File: src/rtl/skid_register.sv
// Two-entry skid buffer: a fully registered valid/ready stage. Every output
// comes from a flop, so no input reaches an output combinationally.
module skid_register #(
    parameter int                    DATA_WIDTH  = 8,
    parameter logic [DATA_WIDTH-1:0] RESET_VALUE = {DATA_WIDTH{1'b0}}
) (
    input  logic                  CLK,
    input  logic                  RSTN,
    input  logic                  S_VALID,
    output logic                  S_READY,
    input  logic [DATA_WIDTH-1:0] S_DATA,
    output logic                  M_VALID,
    input  logic                  M_READY,
    output logic [DATA_WIDTH-1:0] M_DATA,
    input  logic                  FLUSH,
    output logic [1:0]            COUNT
);

    typedef enum logic [1:0] {
        ST_EMPTY = 2'd0,
        ST_BUSY  = 2'd1,
        ST_FULL  = 2'd2
    } state_t;

    state_t                  state_q, state_d;
    logic [DATA_WIDTH-1:0]   main_q, main_d;
    logic [DATA_WIDTH-1:0]   skid_q, skid_d;
    logic                    s_ready_q, s_ready_d;
    logic                    m_valid_q, m_valid_d;
    logic [1:0]              count_q, count_d;
    logic                    up_s;
    logic                    dn_s;

    // Transfers are qualified by the registered handshake outputs only.
    assign up_s = S_VALID & s_ready_q;
    assign dn_s = m_valid_q & M_READY;

    // Next-state and storage update; FLUSH overrides any transfer on this edge.
    always_comb begin
        state_d = state_q;
        main_d  = main_q;
        skid_d  = skid_q;
        if (FLUSH) begin
            state_d = ST_EMPTY;
            main_d  = RESET_VALUE;
            skid_d  = RESET_VALUE;
        end else begin
            case (state_q)
                ST_EMPTY: begin
                    if (up_s) begin
                        main_d  = S_DATA;
                        state_d = ST_BUSY;
                    end else begin
                        main_d  = RESET_VALUE;
                    end
                end
                ST_BUSY: begin
                    if (up_s && dn_s) begin
                        main_d  = S_DATA;
                    end else if (up_s) begin
                        skid_d  = S_DATA;
                        state_d = ST_FULL;
                    end else if (dn_s) begin
                        main_d  = RESET_VALUE;
                        state_d = ST_EMPTY;
                    end else begin
                        main_d  = main_q;
                    end
                end
                ST_FULL: begin
                    if (dn_s) begin
                        main_d  = skid_q;
                        state_d = ST_BUSY;
                    end else begin
                        main_d  = main_q;
                    end
                end
                default: begin
                    state_d = ST_EMPTY;
                    main_d  = RESET_VALUE;
                    skid_d  = RESET_VALUE;
                end
            endcase
        end
    end

    // Handshake and occupancy outputs are precomputed from the next state.
    always_comb begin
        s_ready_d = 1'b1;
        m_valid_d = 1'b0;
        count_d   = 2'd0;
        case (state_d)
            ST_EMPTY: begin
                s_ready_d = 1'b1;
                m_valid_d = 1'b0;
                count_d   = 2'd0;
            end
            ST_BUSY: begin
                s_ready_d = 1'b1;
                m_valid_d = 1'b1;
                count_d   = 2'd1;
            end
            ST_FULL: begin
                s_ready_d = 1'b0;
                m_valid_d = 1'b1;
                count_d   = 2'd2;
            end
            default: begin
                s_ready_d = 1'b1;
                m_valid_d = 1'b0;
                count_d   = 2'd0;
            end
        endcase
    end

    // State, storage and output registers with synchronous active-low reset.
    always_ff @(posedge CLK) begin
        if (!RSTN) begin
            state_q   <= ST_EMPTY;
            main_q    <= RESET_VALUE;
            skid_q    <= RESET_VALUE;
            s_ready_q <= 1'b1;
            m_valid_q <= 1'b0;
            count_q   <= 2'd0;
        end else begin
            state_q   <= state_d;
            main_q    <= main_d;
            skid_q    <= skid_d;
            s_ready_q <= s_ready_d;
            m_valid_q <= m_valid_d;
            count_q   <= count_d;
        end
    end

    assign S_READY = s_ready_q;
    assign M_VALID = m_valid_q;
    assign M_DATA  = main_q;
    assign COUNT   = count_q;

endmodule
File: config.mk
export PLATFORM = sky130hd
export DESIGN_NAME = skid_register
export DESIGN_NICKNAME = d
export VERILOG_FILES = /design/src/rtl/skid_register.sv
export SDC_FILE = /design/constraint.sdc
export NUM_CORES = 1
export LEC_CHECK = 0
export CAP_MARGIN = 20
export CORE_ASPECT_RATIO = 0.9
export CORE_MARGIN = 5
export CORE_UTILIZATION = 30
export CTS_CLUSTER_SIZE = 12
export DETAILED_ROUTE_END_ITERATION = 7
export GPL_ROUTABILITY_DRIVEN = 0
export HOLD_SLACK_MARGIN = 0.08
export PLACE_DENSITY_LB_ADDON = 0.05
export SLEW_MARGIN = 15
export SYNTH_ARGS = -nofsm -noshare
export SYNTH_HDL_FRONTEND = slang
export SYNTH_SLANG_ARGS = --single-unit
File: constraint.sdc
create_clock -name CLK -period 2.2 [get_ports CLK]
set_clock_uncertainty 0.05 [all_clocks]
set_input_delay 0.44 -clock CLK [delete_from_list [all_inputs] [get_ports CLK]]
set_output_delay 0.44 -clock CLK [all_outputs]
set_load 0.1 [all_outputs]
# Word-level counts from Yosys, hierarchy flattened
# Index checks and enable logic that the tools add are counted.
# word_totals
register_bits	22
elab_cells	45
input_bits	13
output_inout_bits	12
# op_classes
n_bitwise	4
n_mux	19
n_reduce_logical	7
n_eq_ne	9
# ops
operator	count
8-bit 2-to-1 mux	7
8-bit one-hot mux with 3 select lines	1
8-bit one-hot mux with 2 select lines	1
2-bit 2-to-1 mux	6
2-bit inequality test (second input constant)	3
3-bit inequality test (second input constant)	2
2-bit one-hot mux with 3 select lines	1
3-bit AND reduction	2
2-bit OR reduction	3
2-bit by 1-bit equality test with 1-bit output (second input constant)	2
2-bit equality test (second input constant)	2
2-bit one-hot mux with 2 select lines	1
1-bit AND	2
2-bit logical NOT	1
1-bit 2-to-1 mux	2
1-bit NOT	2
1-bit logical AND	1

# Longest topological paths before layout
# depth
word_depth	9
depth_mapped	7
depth_no_buf	6

# Least setup slack after synthesis
# OpenSTA, ideal clock, no wires.
# synth_path
kind	register -> register
start	register s_ready_q (netlist: S_READY)
end	register count_q[0] (netlist: COUNT[0])
synth_period_minus_slack_ns	2.384
required_ns	2.035
setup_time_ns	0.115
path_slack_ns	-0.184
n_path_buf	0
t_arrival_ns	2.219
stages_incl_launch_ff	7
cell_sequence	dfxtp_1 > nand2_1 > nor2_1 > a21oi_1 > or3b_1 > ha_1 > and2_1
# synth_between
elab_chain_len	7
elab_cells_between_ends	10
classes_between	2 x eq/ne; 6 x mux; 1 x bitwise; 1 x reduce/logical
# synth_lines
item	line_no	source
from (decl)	28	logic s_ready_q, s_ready_d;
from (signal assigned)	129	s_ready_q <= s_ready_d;
1-bit AND (*)	35	assign up_s = S_VALID & s_ready_q;
2-bit 2-to-1 mux or 1-bit logical AND (tied branches)	60, 58	
2-bit 2-to-1 mux	58	if (up_s && dn_s) begin
2-bit one-hot mux with 3 select lines (*)	48	case (state_q)
2-bit 2-to-1 mux (*)	43	if (FLUSH) begin
2-bit equality test or 2-bit by 1-bit equality test with 1-bit output (tied branches)	92	case (state_d)
2-bit one-hot mux with 2 select lines (*)	92	
named net count_d[0]	30	logic [1:0] count_q, count_d;
to (signal assigned)	131	count_q <= count_d;
to (decl)	30	
# Mark *: on every way through the listed nets, which the timed path passes. The rest lies on a longest branch.
# A chain may end at the register's enable or synchronous reset.

# Worst setup path in the final report
# layout_path
start	register state_q[1]
end	register m_valid_q (netlist: M_VALID)
# layout_between
elab_chain_len	8
elab_cells_between_ends	14
classes_between	4 x eq/ne; 8 x mux; 2 x reduce/logical
# layout_lines
item	line_no	source
from (decl)	25	state_t state_q, state_d;
from (signal assigned)	126	state_q <= state_d;
2-bit 2-to-1 mux	63	end else if (dn_s) begin
2-bit 2-to-1 mux	60	end else if (up_s) begin
2-bit 2-to-1 mux	58	
2-bit one-hot mux with 3 select lines (*)	48	
2-bit 2-to-1 mux (*)	43	
named net state_d[1]	25	
2-bit equality test or 2-bit by 1-bit equality test with 1-bit output (tied branches)	92	
2-bit OR reduction (no source line) (*)	n/a	
1-bit 2-to-1 mux (*)	92	
to (signal assigned)	130	m_valid_q <= m_valid_d;
to (decl)	29	logic m_valid_q, m_valid_d;
# Marks and branches as above.

==> metrics <==
Post-CTS Setup Bufs=0; # rows=19; crit path time final=1.83 ns; sequential share of the synthesized area=between 40% and 50%; final setup margin=0.369 ns; leakage=between 0.4 and 0.5 nW; residual DRC count=0; Clock Pin Slew Worst Setup and Hold Paths=0.13 ns; Fin. Hold Viols=0; grt total ovfl=0; maximum vdd drop=around 0.00033 V; Slew headroom=69.1%; CTS Buf Count=3; ANT cells=0; drt pass-1 iters=4; maxcap violations=0; FF+latch count, synth=22; fmax=546 MHz; dominant cells by area after synthesis=dfxtp_1 48%, a22o_1 7.7%, o2bb2ai_1 7.7%, a22oi_1 6.6%, ha_1 4.1%; Post-CTS Resized=0; Avg Cell Area, Syn=11.0 um2; setup TNS=0 ns; CP max-delay cell=dfxtp_1; Post-Syn Nets=99; I/O pin total=25; area of the multi-input gates=453 um2; Initial Util=30.6%; Post-Route WL=between 2000 and 2500 um; Seq. cell area=approximately 440 um2; share of cells above drive strength 1=29.1%; post-synth top area share=48.1%; worst-path cell chain=nor2b_1, a21oi_1, nor3b_1, ha_1, nor2b_1; Adder-Cell Fraction of Synth Area=4.10%; Worst Path Max Fanout=10; Simple-Gate Fraction of Synth Area=between 10% and 20%; WP data arrival=2.03 ns; Synth Flop Type=dfxtp_1; mux contribution to synthesized area=0%; Layout Nets=134; Global Route Usage Sum=11.0%; CTS tree=yes; Required @ worst endpoint=2.40 ns; number of global-route vias before repair=770; count of cell types in the netlist=27; Worst Tran Pin Value=0.463 ns; fillers=320; outcome=complete, no violations; Compound-Gate Fraction of Synth Area=29.2%; Post-Synth XOR/XNOR Area=0.956%; Async SR Flop Fraction=0%; first-pass GRT wire length=3530 um; Hold Path Origin=M_DATA[7]; final hold slack=0.425 ns; root buf cell=clkbuf_4; Crit path buffers/inverters=0; Setup crit start kind=flop; CP Class=reg2reg; antenna violations before repair=0; critical path endpoint category=flop; RR Startpoint=state_q[1]; Synth area leader=dfxtp_1; Syn-to-layout area delta=37.8%; DIE WIDTH=68.2 um; Wirelength per Cell=13.6 um; # H-tree levels=1; IO Port Bufs=24; cts hold-fix bufs=0; Post-Syn Instances=between 80 and 90; worst skew pair latency=slightly above 0.3 ns; drt initial violations=44; largest net degree at the start of global routing=13; power density cells=around 630 nW/um2; DP Worst Slack=0.0579 ns; die area=4260 um2; RSZ-0062 raised after global routing=false; Die H=62.4 um; Routed Antenna Nets=0; CP Launch Point=state_q[1]; clock sink total=22; final setup fails=0; CP delay by family, top=simple AND/OR/NAND/NOR gates; main combinational cell family by area after synthesis=compound AO/OA/AOI/OAI gates; number of synthesized flops with an enable pin=0; final count of pins violating max slew=0; via count=754; Yosys warnings=0; crit share post-route=83.2%; Crit path largest cell delay=~0.63 ns; Post-Syn Area=916 um2; Max Root-Sink Buffers=2; core area=3000 um2; HP Class=reg2reg; vias per inst=4.74; cell mode on critical path=nor2b_1
[cell families (layout without fill, tap and decap cells)]
kind of cell             count (synthesis)  after routing
flip-flops                              22             22
buffers and inverters                    3             37
AO/OA/AOI/OAI                           32             32
XOR/XNOR                                 1              1
adder cells (fa/ha/maj)                  3              3
AND/OR/NAND/NOR                         22             22
[stage by stage]
| stage | total power [mW] | util, % | instance area, um2 | cells |
|---|---|---|---|---|
| after floorplan | 0.521 | - | 918 | 83 |
| after global routing | 0.830 | 42.1 | 1260 | 159 |
| after CTS | 0.807 | 42.1 | 1260 | 159 |
| final | 0.799 | 42.1 | 1260 | 159 |
| after global placement | 0.580 | 40.9 | 1230 | 155 |
| after detailed placement | 0.580 | 40.9 | 1230 | 155 |
[registers in the layout (all words and copies together) (netlist names)]
register / cells
COUNT: 2
M_DATA: 8
M_VALID: 1
S_READY: 1
skid_q: 8
state_q: 2
[metal layers]
metal  vias to the layer above  GRT usage, %  wire (um)
met4                         0          2.98         17
met1                       347          15.6       1110
met5                         -             0          0
li1                        388             -          -
met3                         2          5.22        147
met2                        17          14.7        888
[worst register-to-register path, cell delays in order, from the launching register on]
cell and delay (ns):
dfxtp_1 0.63, nor2b_1 0.24, a21oi_1 0.10, nor3b_1 0.34
ha_1 0.30, nor2b_1 0.11
[where the power goes]
| part | total (mW) | switching, mW | internal [mW] |
|---|---|---|---|
| combinational | 0.152 | 0.0946 | 0.0573 |
| clock | 0.229 | 0.128 | 0.101 |
| sequential | 0.418 | 0.00917 | 0.408 |
| total | 0.799 | 0.232 | 0.567 |
[synth_stat cells (all sizes together), types with 2 or more instances]
master / number
a21oi: 3
a22o: 8
a22oi: 8
and2: 2
buf: 3
dfxtp: 22
ha: 3
nand2: 4
nor2: 6
nor2b: 2
o21ai: 2
o2bb2ai: 8
[cell usage in the layout (no fill, tap or decap), types with 2 or more instances in the layout]
cell,count
a21oi_1,2
a22o_1,8
a22oi_1,8
and2_1,2
buf_4,21
clkbuf_4,3
clkdlybuf4s50_1,12
dfxtp_1,20
dfxtp_2,2
ha_1,3
nand2_1,2
nand2_2,2
nor2_1,6
nor2b_1,2
o2bb2ai_1,8
[layout make-up]
| cell class | instances | area share, % |
|---|---|---|
| clock buffer | 4 | 2.87 |
| multi-input combinational | 58 | 35.9 |
| sequential | 22 | 35.1 |
| tap | 42 | 4.16 |
| timing repair buffer | 33 | 22.0 |
[worst paths after layout]
kind | end | slack (ns) | cells past startpoint
worst max-delay path | M_VALID | 0.37 | 5
worst min-delay path | M_DATA[7] | 0.43 | 1
worst max register to register | M_VALID | 0.37 | 5
worst min register to register | M_DATA[7] | 0.43 | 1
No activity file was read; power rests on OpenSTA's default activity.
